## src/rtl/conv_enc_pkg.sv

```systemverilog
// Shared FSM type, default code parameters and legal parameter ranges
// for the convolutional encoder.
package conv_enc_pkg;

  typedef enum logic [1:0] {
    IDLE = 2'd0,
    DATA = 2'd1,
    TAIL = 2'd2
  } enc_state_t;

  localparam int DEF_K = 3;
  localparam int DEF_N = 2;
  localparam logic [DEF_N*DEF_K-1:0] DEF_G = {3'b111, 3'b011};

  localparam int K_MIN = 2;
  localparam int K_MAX = 9;
  localparam int N_MIN = 2;
  localparam int N_MAX = 4;

endpackage

```

## src/rtl/conv_enc_serializer.sv

```systemverilog
// Parallel-load N-bit shift register that emits bit 0 first, one bit per out_ready.
// A load in the final bit's transfer cycle replaces the symbol with no bubble.
module conv_enc_serializer #(
  parameter int N = 2
) (
  input  logic                 clock,
  input  logic                 reset,
  input  logic                 load,
  input  logic [N-1:0]         load_sym,
  input  logic                 load_last,
  input  logic                 out_ready,
  output logic                 out_valid,
  output logic                 out_bit,
  output logic                 out_last,
  output logic [$clog2(N)-1:0] bit_idx,
  output logic                 sym_last,
  output logic                 sym_done
);
  localparam int IW = $clog2(N);

  logic [N-1:0]  sreg;
  logic          valid;
  logic [IW-1:0] idx;
  logic          last;
  logic          at_end;

  assign at_end    = (idx == IW'(N - 1));
  assign out_valid = valid;
  assign out_bit   = sreg[0];
  assign out_last  = valid && last && at_end;
  assign bit_idx   = idx;
  assign sym_last  = last;
  assign sym_done  = valid && out_ready && at_end;

  always_ff @(posedge clock or posedge reset) begin
    if (reset) begin
      sreg  <= '0;
      valid <= 1'b0;
      idx   <= '0;
      last  <= 1'b0;
    end else if (load) begin
      sreg  <= load_sym;
      valid <= 1'b1;
      idx   <= '0;
      last  <= load_last;
    end else if (valid && out_ready) begin
      sreg <= sreg >> 1;
      if (at_end) begin
        valid <= 1'b0;
        idx   <= '0;
        last  <= 1'b0;
      end else begin
        idx <= idx + IW'(1);
      end
    end
  end

endmodule

```

## src/rtl/conv_encoder.sv

```systemverilog
// Rate-1/N convolutional encoder: first code bit one cycle after accept, then one bit/cycle;
// input held off while out_ready is low. CONV_ENC_TAIL_EN appends K-1 zero flush symbols per frame.
module conv_encoder
  import conv_enc_pkg::*;
#(
  parameter int             K = DEF_K,
  parameter int             N = DEF_N,
  parameter logic [N*K-1:0] G = DEF_G
) (
  input  logic clock,
  input  logic reset,
  input  logic in_valid,
  output logic in_ready,
  input  logic in_bit,
  input  logic in_last,
  output logic out_valid,
  input  logic out_ready,
  output logic out_bit,
  output logic out_last
);
  localparam int IW = $clog2(N);
  localparam int TW = 4;

  if (K < K_MIN || K > K_MAX || N < N_MIN || N > N_MAX) begin : g_param_check
    $error("conv_encoder: K or N out of range");
  end

  enc_state_t    fsm, fsm_nx;
  logic [K-2:0]  state, state_nx;
  logic          tail_pending, tail_pending_nx;
  logic [TW-1:0] tail_cnt, tail_cnt_nx;

  logic          load, load_last;
  logic [N-1:0]  load_sym;
  logic [IW-1:0] bit_idx;
  logic          sym_last, sym_done;
  logic          in_fire, frame_end;
  logic [K-2:0]  base_state;
  logic [K-1:0]  data_win;

  function automatic logic [N-1:0] encode(input logic [K-1:0] win);
    logic [N-1:0] c;
    for (int i = 0; i < N; i++) c[i] = ^(G[i*K +: K] & win);
    return c;
  endfunction

  // Accept a new bit only when the serializer is empty or its last bit leaves this cycle.
  assign in_ready = !reset && ((fsm == IDLE) ||
                    (fsm == DATA && bit_idx == IW'(N - 1) && out_ready && !tail_pending));
  assign in_fire    = in_valid && in_ready;
  assign frame_end  = sym_done && sym_last;
  // A frame ending this cycle must not leak its history into a bit accepted alongside it.
  assign base_state = frame_end ? '0 : state;
  assign data_win   = {base_state, in_bit};

`ifdef CONV_ENC_TAIL_EN
  logic [K-1:0] tail_win;
  assign tail_win = {state, 1'b0};
`endif

  always_comb begin
    fsm_nx          = fsm;
    state_nx        = state;
    tail_pending_nx = tail_pending;
    tail_cnt_nx     = tail_cnt;
    load            = 1'b0;
    load_sym        = '0;
    load_last       = 1'b0;
    if (in_fire) begin
      load     = 1'b1;
      load_sym = encode(data_win);
      state_nx = data_win[K-2:0];
      fsm_nx   = DATA;
`ifdef CONV_ENC_TAIL_EN
      tail_pending_nx = in_last;
`else
      load_last = in_last;
`endif
    end else if (sym_done) begin
      fsm_nx   = IDLE;
      state_nx = base_state;
`ifdef CONV_ENC_TAIL_EN
      if (tail_pending || (fsm == TAIL && tail_cnt != '0)) begin
        load            = 1'b1;
        load_sym        = encode(tail_win);
        state_nx        = tail_win[K-2:0];
        fsm_nx          = TAIL;
        tail_pending_nx = 1'b0;
        tail_cnt_nx     = tail_pending ? TW'(K - 2) : tail_cnt - TW'(1);
        load_last       = tail_pending ? (K == 2) : (tail_cnt == TW'(1));
      end
`endif
    end
  end

  always_ff @(posedge clock or posedge reset) begin
    if (reset) begin
      fsm          <= IDLE;
      state        <= '0;
      tail_pending <= 1'b0;
      tail_cnt     <= '0;
    end else begin
      fsm          <= fsm_nx;
      state        <= state_nx;
      tail_pending <= tail_pending_nx;
      tail_cnt     <= tail_cnt_nx;
    end
  end

  conv_enc_serializer #(
    .N(N)
  ) u_ser (
    .clock     (clock),
    .reset     (reset),
    .load      (load),
    .load_sym  (load_sym),
    .load_last (load_last),
    .out_ready (out_ready),
    .out_valid (out_valid),
    .out_bit   (out_bit),
    .out_last  (out_last),
    .bit_idx   (bit_idx),
    .sym_last  (sym_last),
    .sym_done  (sym_done)
  );

endmodule

```

## config.mk

```make
export PLATFORM = sky130hd
export DESIGN_NAME = conv_encoder
export DESIGN_NICKNAME = d
export VERILOG_FILES = /design/src/rtl/conv_enc_pkg.sv /design/src/rtl/conv_enc_serializer.sv /design/src/rtl/conv_encoder.sv
export SDC_FILE = /design/constraint.sdc
export NUM_CORES = 1
export LEC_CHECK = 0
export CELL_PAD_IN_SITES_DETAIL_PLACEMENT = 0
export CELL_PAD_IN_SITES_GLOBAL_PLACEMENT = 1
export CORE_AREA = 2 2 46 48
export CTS_CLUSTER_DIAMETER = 40
export CTS_CLUSTER_SIZE = 28
export DETAILED_ROUTE_END_ITERATION = 10
export DIE_AREA = 0 0 48 50
export PLACE_DENSITY_LB_ADDON = 0.3
export SLEW_MARGIN = 15
export SYNTH_ARGS = -nofsm -noshare
export SYNTH_HDL_FRONTEND = slang
export SYNTH_SLANG_ARGS = --single-unit
```

## constraint.sdc

```tcl
create_clock -name clock -period 1.53 [get_ports clock]
set_input_delay 0.2295 -clock clock [delete_from_list [all_inputs] [get_ports clock]]
set_output_delay 0.2295 -clock clock [all_outputs]
set_load 0.01 [all_outputs]
```

# Word-level counts from Yosys, hierarchy flattened

Cells that the tools add are included.

Register bits after elaboration: 9
Input bits: 6
Output and inout port bits: 4
Word-level logic and storage cells: 43

Add/subtract/negate cells: 1
Eq/ne operators: 1
Multiplexer cells: 17
Reduce and logical (&&, ||, !) cells: 18

Operators by type and width:

| operator                                            | count |
|---|---|
| 2-to-1 mux 2 bit                                    | 8 |
| logical AND 1 bit                                   | 9 |
| 2-to-1 mux 1 bit                                    | 9 |
| nonzero test 2 bit                                  | 3 |
| XOR reduction 3 bit                                 | 2 |
| equality test 2 x 1 -> 1 bit, second input constant | 1 |
| zero test 2 bit                                     | 1 |
| AND reduction 2 bit                                 | 1 |
| adder 1 bit, second input constant                  | 1 |
| zero test 1 bit                                     | 1 |
| logical OR 1 bit                                    | 1 |

# Longest topological paths before layout

Depth after elaboration: 9
Depth in mapped cells: 4

# Cells and area by module

A second synthesis with hierarchy kept.

Cells, all modules: 47
Area total of the unflattened synthesis: 459.2 µm²

By module, submodules not included:

| module              | instances | cells an instance | area an instance (µm²) |
|---|---|---|---|
| conv_enc_serializer | 1         | 23                | 247.7 |
| conv_encoder        | 1         | 24                | 211.5 |

# Worst setup path after synthesis

No wires, ideal clock.

Path type: register to register
From: register u_ser.idx, in the netlist u_ser.bit_idx
To: register u_ser.sreg[0]
Setup time: 0.082 ns
Arrival: 1.088 ns
Required time: 1.448 ns
Setup slack: 0.360 ns
Stages on the path, launching flop included: 5
Buffers on the path: 1
Clock period less this slack: 1.170 ns
Path through: dfrtp_1 > buf_6 > and4_4 > or3_1 > a31oi_1

Longest elaborated chain between the ends: 7
Elaborated cells between the ends (all ways): 13

RTL lines:

| item                                                        | RTL line                  | RTL |
|---|---|---|
| from (decl)                                                 | conv_enc_serializer.sv:23 | `logic [IW-1:0] idx;` |
| from (signal assigned)                                      | conv_enc_serializer.sv:53 | `idx <= idx + IW'(1);` |
| branches (longest 7 deep; another with XOR reduction 3 bit) | n/a                       |  |
| to (signal assigned)                                        | conv_enc_serializer.sv:42 | `sreg <= load_sym;` |
| to (signal assigned)                                        | conv_enc_serializer.sv:47 | `sreg <= sreg >> 1;` |
| to (decl)                                                   | conv_enc_serializer.sv:21 | `logic [N-1:0] sreg;` |

Several ways; the timed one is not identified.
A chain may end at the register's enable or synchronous reset.

# Worst setup path after layout

From: input out_ready
To: output in_ready

Longest elaborated chain between the ends: 3

RTL lines:

| item              | RTL line           | RTL |
|---|---|---|
| from (decl)       | conv_encoder.sv:17 | `input logic out_ready,` |
| logical AND 1 bit | conv_encoder.sv:49 | `(fsm == DATA && bit_idx == IW'(N - 1) && out_ready && !tail_pending));` |
| logical OR 1 bit  | conv_encoder.sv:48 | `assign in_ready = !reset && ((fsm == IDLE) \|\|` |
| logical AND 1 bit | conv_encoder.sv:48 |  |
| to (decl)         | conv_encoder.sv:13 | `output logic in_ready,` |

No other way between the ends.

==> summary.txt <==
Clocking
  – H-Tree Depth: 1
  – CTS root buf: clkbuf_4
  – Worst skew pair latency: 0.25 ns
  – Clk sink count: 8
  – Clock transition at the registers of the reported paths: 0.06 ns
  – TritonCTS Buffers: 3
  – Post-CTS Hold Buffers: 0
  – Bufs on Longest Clock Path: 2
  – TritonCTS clock tree: yes

Timing
  – Actual slew at the worst max-slew pin: 0.393 ns
  – Clk_skew: 0.00426 ns
  – Setup violators final: 0
  – Final Hold Vio Count: 0
  – Min Tclk post-route: 1.43 ns
  – Slew Limit Fails: 0
  – Final period utilization: 0.936
  – Max-slew headroom: 0.737
  – Setup TNS: 0 ns
  – Max Fclk: 0.698 GHz
  – RSZ-0062 raised after global routing: false
  – Worst setup margin: 0.0976 ns

Synth
  – Post-synthesis sequential area ratio: 0.448
  – Synth Area in Compound Gates: 0.216
  – Xor/xnor share of the synthesized area: 0.0392
  – Simple-Gate Fraction of Synth Area: 0.255
  – Post-Synth Adder-Cell Area: 0
  – Number of library cell types mapped by synthesis: 29
  – Post-synth EDFFs: 0
  – Number of synthesized register bits: 8
  – Syn Std Cell Area: 447 um^2
  – Fraction of registers with async set/reset: 1.00
  – Mux contribution to synthesized area: 0
  – Warnings from Yosys: 0
  – Most used DFF post-synth: dfrtp_1
  – Mapped Cells: 45
  – Post-synth net total: 51
  – Combinational family with the most area after synthesis: simple AND/OR/NAND/NOR gates
  – Syn avg cell area: 9.93 um^2

Routing
  – Routed wire length: 1170 um
  – Drt first pass iters: 4
  – Routed length per placed instance: ~12 um
  – Via Count: 451
  – Vias per Instance: about 4.6
  – DRC viols: 0
  – DRT antenna net count: 0
  – DRT iter0 DRCs: 8

Placed design
  – GP Congestion: ~0.76
  – Hpwl dp: 844 um
  – Cell total after placement: 89
  – Worst slack at placement: -0.145 ns
  – Port Buf Inserts: 9
  – Placed inst area: between 600 and 700 um^2

Floorplanning
  – Die ar.: 0.00240 mm^2
  – Core footprint: 0.00190 mm^2
  – Initial core utilization: 0.235
  – Die width: 48 um
  – Rows: 16
  – Ports: 10
  – Die H: 50 um

Worst setup path
  – Worst Setup End Kind: primary output
  – Cells along the critical path: clkdlybuf4s50_1 -> a21boi_4 -> nor2_1 -> dlygate4sd2_1
  – RR Endpoint: u_ser.sreg[0]$_DFFE_PP0P_
  – Slowest CP cell: clkdlybuf4s50_1
  – Max FO, Critical Path: 2
  – Reg2reg start: u_ser.bit_idx$_DFFE_PP0P_
  – Startpoint types: primary input
  – Worst path max stage delay: 0.46 ns
  – R2R depth: 5
  – Worst EP arrival: 1.20 ns
  – Worst reg2reg setup slack: 0.11 ns
  – Req. time, crit path: around 1.3 ns
  – Critical path class: primary input to primary output

Cells and area
  – Leading cell type in the layout, fill and taps excluded: buf_4
  – Share of cells above drive strength 1: 0.338
  – Final nets: 79
  – Post-route insts no fill: 98
  – Area growth syn-to-layout: 57.7%
  – Post-route cell area: 704 um^2
  – Most frequent cells in the layout: 15 x buf_4, 7 x dfrtp_1, 6 x clkdlybuf4s50_1
  – Inserted Diodes: 0

Run
  – Max Cap Viol: 0

Global route
  – First-pass GRT wire length: between 1500 and 2000 um
  – Grt ovf: 0
  – Number of global-route vias before repair: 474
  – Initial antenna violation count: 0
  – Largest net degree at the start of global routing: 9
  – All-Layer GR Usage: 0.120

Power and ir drop
  – Tot Pwr: 1240 uW
  – LEAKAGE: between 0.0003 and 0.0004 uW
  – PwrDens: about 1800 mW/mm^2
  – Max rail drop VDD: 0.000563 V

Worst hold path
  – Hold crit path type: primary input to async pin

Status
  – Status: complete, no violations
critical path: cells and delay by family:
family	cells	cell delay, ns
buffers and inverters	2	0.74
AND/OR/NAND/NOR	1	0.05
AO/OA/AOI/OAI	1	0.18
kinds of logic after synthesis:
kind of cell    after synthesis
simple gates                 19
xor+xnor                      2
flops                         8
buf+inv                       3
compound gates               13
state kept, by name (all words and copies together), names as in the netlist:
| name | flops |
|---|---|
| u_ser.sym_last | 1 |
| u_ser.bit_idx | 1 |
| u_ser.sreg | 2 |
| u_ser.out_valid | 1 |
| state | 2 |
| fsm | 1 |
area by class of cell:
class	count	area (um^2)
repair buffers	24	203
well taps	27	33.8
multi-input cells	34	236
inverters	2	7.51
flip-flops and latches	8	201
fillers	207	1200
clock buffers	3	22.5
how the worst max path moves through the flow:
stage                           endpoint  slack (ns)  cells past startpoint                       from
3_5_place_dp                    in_ready       -0.14                      4                  out_ready
2_1_floorplan  u_ser.sreg[0]$_DFFE_PP0P_        0.36                      4  u_ser.bit_idx$_DFFE_PP0P_
6_report                        in_ready         0.1                      4                  out_ready
5_1_grt        u_ser.sreg[1]$_DFFE_PP0P_        0.03                      5                  out_ready
4_1_cts                         in_ready      -0.003                      4  u_ser.bit_idx$_DFFE_PP0P_
3_3_place_gp                    in_ready       -0.17                      4                  out_ready
through the flow:
step | util | hold WS, ns
6_report | 0.370 | 0.313
4_1_cts | 0.368 | 0.320
3_3_place_gp | 0.330 | 0.476
2_1_floorplan | - | 0.0452
5_1_grt | 0.370 | 0.357
3_5_place_dp | 0.330 | 0.500
cell usage after synthesis, types with 2 or more instances:
| master | count | area (um^2) |
|---|---|---|
| xor2_1 | 2 | 17.5 |
| dfrtp_1 | 8 | 200 |
| inv_1 | 2 | 7.51 |
| nand2_1 | 3 | 11.3 |
| nor2_1 | 2 | 7.51 |
| a21o_1 | 2 | 15.0 |
| o21ai_1 | 2 | 10.0 |
| nand3_1 | 3 | 15.0 |
power breakdown:
part	switching [uW]	internal [uW]	leakage [uW]	total [uW]
registers	78.5	319	0.0000972	397
logic	278	397	0.000230	676
clock network	75.8	90.1	0.0000138	166
total	433	806	0.000341	1240
metal layers:
layer / wire length, um / GRT usage / up-vias
li1: - / - / 224
met1: 513 / 0.145 / 212
met5: 0 / 0 / -
met4: 19 / 0.0946 / 0
met3: 52 / 0.0256 / 2
met2: 586 / 0.173 / 13
what timing repair did:
| item | in CTS | in global routing |
|---|---|---|
| pin swaps | 0 | 1 |
| gates resized for setup | 3 | 3 |
| setup endpoints to repair | 2 | 5 |
| buffers inserted | 7 | 0 |
(Power assumes the default switching activity.)
